### config.mk
export PLATFORM = sky130hd
export DESIGN_NAME = multadd_seq
export DESIGN_NICKNAME = d
export VERILOG_FILES = /design/src/rtl/multadd_seq_pkg.sv /design/src/rtl/multadd_seq_tagpipe.sv /design/src/rtl/multadd_seq.sv
export SDC_FILE = /design/constraint.sdc
export NUM_CORES = 1
export LEC_CHECK = 0
export BUFFER_PORTS_ARGS = -buffer_cell sky130_fd_sc_hd__buf_4
export CAP_MARGIN = 15
export CORE_MARGIN = 2
export CORE_UTILIZATION = 32
export DETAILED_ROUTE_END_ITERATION = 10
export SKIP_LAST_GASP = 1
export SLEW_MARGIN = 20
export SYNTH_ARGS = -nofsm -noshare
export SYNTH_HDL_FRONTEND = slang
export SYNTH_SLANG_ARGS = --single-unit
### constraint.sdc
create_clock -name iCLK -period 3.12 [get_ports iCLK]
set_input_delay 0.624 -clock iCLK [delete_from_list [all_inputs] [get_ports iCLK]]
set_output_delay 0.624 -clock iCLK [all_outputs]
set_load 0.005 [all_outputs]
### src/rtl/multadd_seq_pkg.sv
// Shared types and constants for the multadd_seq job sequencer.
package multadd_seq_pkg;

    localparam int unsigned DEF_DATA_W = 8;
    localparam int unsigned DEF_RES_W  = 17;
    localparam logic        ADD_MODE   = 1'b1;

    typedef enum logic [1:0] {
        ST_IDLE  = 2'd0,
        ST_FEED  = 2'd1,
        ST_DRAIN = 2'd2,
        ST_DONE  = 2'd3
    } state_t;

endpackage

### src/rtl/multadd_seq_tagpipe.sv
// DEPTH-deep 1-bit shift register marking which datapath results carry a real beat.
module multadd_seq_tagpipe #(
    parameter int unsigned DEPTH = 2
) (
    input  logic i_clk,
    input  logic i_rst_n,
    input  logic i_shift_in,
    output logic o_tag,
    output logic o_empty
);

    logic [DEPTH-1:0] r_pipe;
    logic [DEPTH:0]   w_ext;

    assign w_ext = {r_pipe, i_shift_in};
    assign o_tag = w_ext[DEPTH];
    // Empty once the current output stage has shifted out, so the drain can end on the last add.
    assign o_empty = ~|w_ext[DEPTH-1:0];

    always_ff @(posedge i_clk or negedge i_rst_n) begin
        if (!i_rst_n) begin
            r_pipe <= '0;
        end else begin
            r_pipe <= w_ext[DEPTH-1:0];
        end
    end

endmodule

### src/rtl/multadd_seq.sv
// Job sequencer feeding the ALT_MULTADD datapath and accumulating its results into a dot product.
module multadd_seq
    import multadd_seq_pkg::*;
#(
    parameter int unsigned DATA_W     = DEF_DATA_W,
    parameter int unsigned RES_W      = DEF_RES_W,
    parameter int unsigned ACC_W      = 24,
    parameter int unsigned LEN_W      = 8,
    parameter int unsigned MA_LATENCY = 2
) (
    input  logic              iCLK,
    input  logic              iRST_N,
    input  logic              iSTART,
    input  logic [LEN_W-1:0]  iLEN,
    input  logic              iVALID,
    output logic              oREADY,
    input  logic [DATA_W-1:0] iA0,
    input  logic [DATA_W-1:0] iA1,
    input  logic [DATA_W-1:0] iB0,
    input  logic [DATA_W-1:0] iB1,
    output logic [DATA_W-1:0] oMA_A0,
    output logic [DATA_W-1:0] oMA_A1,
    output logic [DATA_W-1:0] oMA_B0,
    output logic [DATA_W-1:0] oMA_B1,
    output logic              oMA_SEL,
    input  logic [RES_W-1:0]  iMA_RESULT,
    output logic [ACC_W-1:0]  oACC,
    output logic              oOVF,
    output logic              oBUSY,
    output logic              oDONE
);

    localparam int unsigned CNT_W = LEN_W + 1;
    localparam int unsigned SUM_W = ACC_W + 1;

    state_t             r_state;
    state_t             w_state_nxt;
    logic               w_start;
    logic               w_accept;
    logic               w_tag;
    logic               w_empty;
    logic [CNT_W-1:0]   w_count_inc;
    logic [SUM_W-1:0]   w_sum;

    logic [LEN_W-1:0]   r_count;
    logic [LEN_W-1:0]   r_len;
    logic [DATA_W-1:0]  r_a0, r_a1, r_b0, r_b1;
    logic               r_sel;
    logic [ACC_W-1:0]   r_acc;
    logic               r_ovf;
    logic               r_ready;
    logic               r_busy;
    logic               r_done;

    assign w_accept    = iVALID & r_ready;
    assign w_count_inc = CNT_W'(r_count) + CNT_W'(1);
    assign w_sum       = SUM_W'(r_acc) + SUM_W'(iMA_RESULT);

    multadd_seq_tagpipe #(
        .DEPTH (MA_LATENCY)
    ) u_tagpipe (
        .i_clk      (iCLK),
        .i_rst_n    (iRST_N),
        .i_shift_in (w_accept),
        .o_tag      (w_tag),
        .o_empty    (w_empty)
    );

    always_ff @(posedge iCLK or negedge iRST_N) begin
        if (!iRST_N) begin
            r_state <= ST_IDLE;
        end else begin
            r_state <= w_state_nxt;
        end
    end

    always_comb begin
        w_state_nxt = r_state;
        w_start     = 1'b0;
        case (r_state)
            ST_IDLE: begin
                if (iSTART) begin
                    w_start     = 1'b1;
                    w_state_nxt = (iLEN == '0) ? ST_DONE : ST_FEED;
                end
            end
            ST_FEED: begin
                if (w_accept && (w_count_inc == CNT_W'(r_len))) begin
                    w_state_nxt = ST_DRAIN;
                end
            end
            ST_DRAIN: begin
                if (w_empty) begin
                    w_state_nxt = ST_DONE;
                end
            end
            ST_DONE: begin
                w_state_nxt = ST_IDLE;
            end
            default: begin
                w_state_nxt = ST_IDLE;
            end
        endcase
    end

    // Status flags are registered from the next state; ready is only ever high while beats remain.
    always_ff @(posedge iCLK or negedge iRST_N) begin
        if (!iRST_N) begin
            r_count <= '0;
            r_len   <= '0;
            r_a0    <= '0;
            r_a1    <= '0;
            r_b0    <= '0;
            r_b1    <= '0;
            r_sel   <= 1'b0;
            r_acc   <= '0;
            r_ovf   <= 1'b0;
            r_ready <= 1'b0;
            r_busy  <= 1'b0;
            r_done  <= 1'b0;
        end else begin
            r_sel   <= ADD_MODE;
            r_ready <= (w_state_nxt == ST_FEED);
            r_busy  <= (w_state_nxt != ST_IDLE);
            r_done  <= (w_state_nxt == ST_DONE);
            if (w_accept) begin
                r_a0 <= iA0;
                r_a1 <= iA1;
                r_b0 <= iB0;
                r_b1 <= iB1;
            end
            if (w_start) begin
                r_count <= '0;
                r_len   <= iLEN;
                r_acc   <= '0;
                r_ovf   <= 1'b0;
            end else begin
                if (w_accept) begin
                    r_count <= LEN_W'(w_count_inc);
                end
                if (w_tag) begin
                    r_acc <= w_sum[ACC_W-1:0];
                    r_ovf <= r_ovf | w_sum[ACC_W];
                end
            end
        end
    end

    assign oREADY  = r_ready;
    assign oMA_A0  = r_a0;
    assign oMA_A1  = r_a1;
    assign oMA_B0  = r_b0;
    assign oMA_B1  = r_b1;
    assign oMA_SEL = r_sel;
    assign oACC    = r_acc;
    assign oOVF    = r_ovf;
    assign oBUSY   = r_busy;
    assign oDONE   = r_done;

endmodule

==> metrics.md <==
| Metric | Value |
|---|---|
| Layout overhead on the synthesized area | `33.0%` |
| Worst ir drop on vdd | `0.000396 V` |
| Port Buffer Count | `121` |
| Overall Power | `5.02 mW` |
| Initial antenna violation count | `0` |
| Type of origin of the critical path | `flip-flop` |
| WL/cell | `14.8 um` |
| Final core utilization | `0.431` |
| Leak pwr | `2.64 nW` |
| CP Max Fanout | `7` |
| Finished Cell Area | `5640 um2` |
| Hold WC Path Type | `primary input to async pin` |
| Final Hold Viols | `0` |
| Area of placed instances | `about 5300 um2` |
| Clock root cell | `clkbuf_16` |
| Final WS setup | `623 ps` |
| Drt first-iter violations | `155` |
| Crit. End Element | `flip-flop` |
| Yosys cell types | `53` |
| CTS Sinks | `81` |
| Worst slew margin | `0.504` |
| Routability congestion estimate | `0.798` |
| Worst R2R Start | `oACC[0]` |
| Hold_buf cts | `0` |
| WHS | `336 ps` |
| RSZ-0062 raised after global routing | `no` |
| Status | `finished, final reports clean` |
| Pwr Density | `890 nW/um2` |
| Vias | `3491` |
| Seq cells post-synth | `81` |
| Reg clk slew, reported paths | `60 ps` |
| Synth async-reset ratio | `1.00` |
| Most common cell after layout, fill and taps aside | `buf_4` |
| Residual DRC | `0` |
| Gr usage total | `0.155` |
| Max frequency | `0.401 GHz` |
| Total gr overflow | `0` |
| Layout fillers | `1266` |
| Critical Path Start | `oACC[0]` |
| Clock insertion delay at the later pin of the skew report | `340 ps` |
| Final period util | `0.800` |
| CTS Buffer Depth | `2` |
| CTS tree | `yes` |
| DP Wirelength | `between 7 and 8 mm` |
| Post-synth EDFFs | `0` |
| Chip width | `119 um` |
| Syn Nets | `~500` |
| Final setup fails | `0` |
| Post-Synthesis Cells | `408` |
| Critical path class | `flip-flop to flip-flop` |
| Post-CTS Setup Bufs | `0` |
| Critical Path AT | `roughly 2700 ps` |
| First-pass GRT wire length | `17.7 mm` |
| DRT antenna net count | `0` |
| Layout cell share with drive strength beyond 1 | `0.335` |
| Die ar. | `14200 um2` |
| WL final | `~10 mm` |
| Initial Util | `0.324` |
| Fin cells | `between 700 and 800` |
| CTS buffer count | `9` |
| Net count, final | `607` |
| Synth Cell Area | `4240 um2` |
| Avg Cell Area, Syn | `10.4 um2` |
| Seq/Total Area, Yosys | `0.478` |
| Vias per inst | `4.93` |
| Primary FF master, synth | `dfrtp_1` |
| Number of max-cap violations | `0` |
| Largest net degree at the start of global routing | `82` |
| FP Rows | `42` |
| Worst-margin pin slew | `between 700 and 800 ps` |
| Most frequent cells in the layout | `buf_4, dfrtp_1, nand2_1, mux2_2, a21oi_1` |
| Fin Setup TNS | `0 ps` |
| CTS H-tree depth | `3` |
| Required @ worst endpoint | `3350 ps` |
| Synthesis Warnings | `0` |
| Max Clock Skew | `6.39 ps` |
| Pins Over Slew Limit | `0` |
| Die H | `119 um` |
| Number of global-route vias before repair | `3666` |
| Dpl ws | `265 ps` |
| DR pass1 iterations | `4` |
| CORE AREA | `13100 um2` |
| # resized after CTS | `0` |
| I/O pin cnt | `122` |
| Diode count | `0` |
| Final min period | `2500 ps` |
| Placed cells | `692` |
==> registers in the layout (all words and copies together), names as in the netlist, 8 cells and up <==
name / flops
r_count: 8
r_len: 8
oMA_A1: 8
oACC: 24
oMA_B0: 8
oMA_B1: 8
oMA_A0: 8
==> report_power, final <==
| part | total [mW] | internal [mW] | switching (mW) | leakage, nW |
|---|---|---|---|---|
| sequential | 1.71 | 1.41 | 0.301 | 0.985 |
| clock | 1.08 | 0.628 | 0.452 | 0.147 |
| combinational | 2.23 | 1.15 | 1.08 | 1.51 |
| total | 5.02 | 3.19 | 1.83 | 2.64 |
==> area by class of cell <==
class | instances | area, um2 | area share
clock buffers | 9 | 225 | 0.0399
clock inverters | 7 | 77.6 | 0.0137
inverters | 6 | 22.5 | 0.00399
multi-input cells | 305 | 2140 | 0.379
flip-flops and latches | 81 | 2030 | 0.359
well taps | 176 | 220 | 0.0390
repair buffers | 124 | 935 | 0.166
==> cells by family (layout without fill, tap and decap cells) <==
group | count (synthesis) | after routing | share of synthesized area
other cells | 1 | 1 | 0.000884
flops | 81 | 81 | 0.478
fa+ha+maj | 19 | 19 | 0.0578
mux | 45 | 45 | 0.116
buf+inv | 22 | 146 | 0.0198
simple gates | 132 | 132 | 0.155
xor+xnor | 23 | 23 | 0.0475
compound gates | 85 | 85 | 0.126
==> cells in the mapped netlist (all sizes together) (3+ instances only) <==
cell type	n	area [um2]
dfrtp	81	2030
nand2	51	191
mux2	32	360
a21oi	28	140
o21ai	27	135
nor2	22	82.6
ha	18	225
xnor2	14	123
mux2i	13	130
clkbuf	10	37.5
nand2b	10	62.6
or3	9	56.3
xor2	9	78.8
nor3	8	45.0
nand3	7	35.0
a21o	6	45.0
buf	6	23.8
inv	6	22.5
nand3b	5	37.5
and3	4	25.0
nand4	3	18.8
nor4	3	18.8
==> worst max-delay path, stage by stage (launching register included) <==
cell	delay, ps
dfrtp_1	400
ha_1	220
fa_1	420
a21o_1	200
a221oi_2	310
nor3_2	140
o41ai_4	430
nor2_1	90
o21a_1	170
==> layer usage <==
metal | up-vias | part of all wire | global-route usage
li1 | 1691 | - | -
met5 | - | 0 | 0
met4 | 0 | 0.015 | 0.0647
met2 | 119 | 0.46 | 0.245
met1 | 1671 | 0.44 | 0.191
met3 | 10 | 0.092 | 0.0584
==> final timing paths <==
check                      cells past startpoint                  end  slack [ps]
min                                            1            oMA_B1[5]         340
min reg2reg                                    0  u_tagpipe.r_pipe[1]         390
max                                            8                 oOVF         620
min in group iCLK                              0  u_tagpipe.r_pipe[1]         390
max in group asynchronous                      1             oACC[14]        2290
max reg2reg                                    8                 oOVF         620
Power figures use the tool's default switching activity.
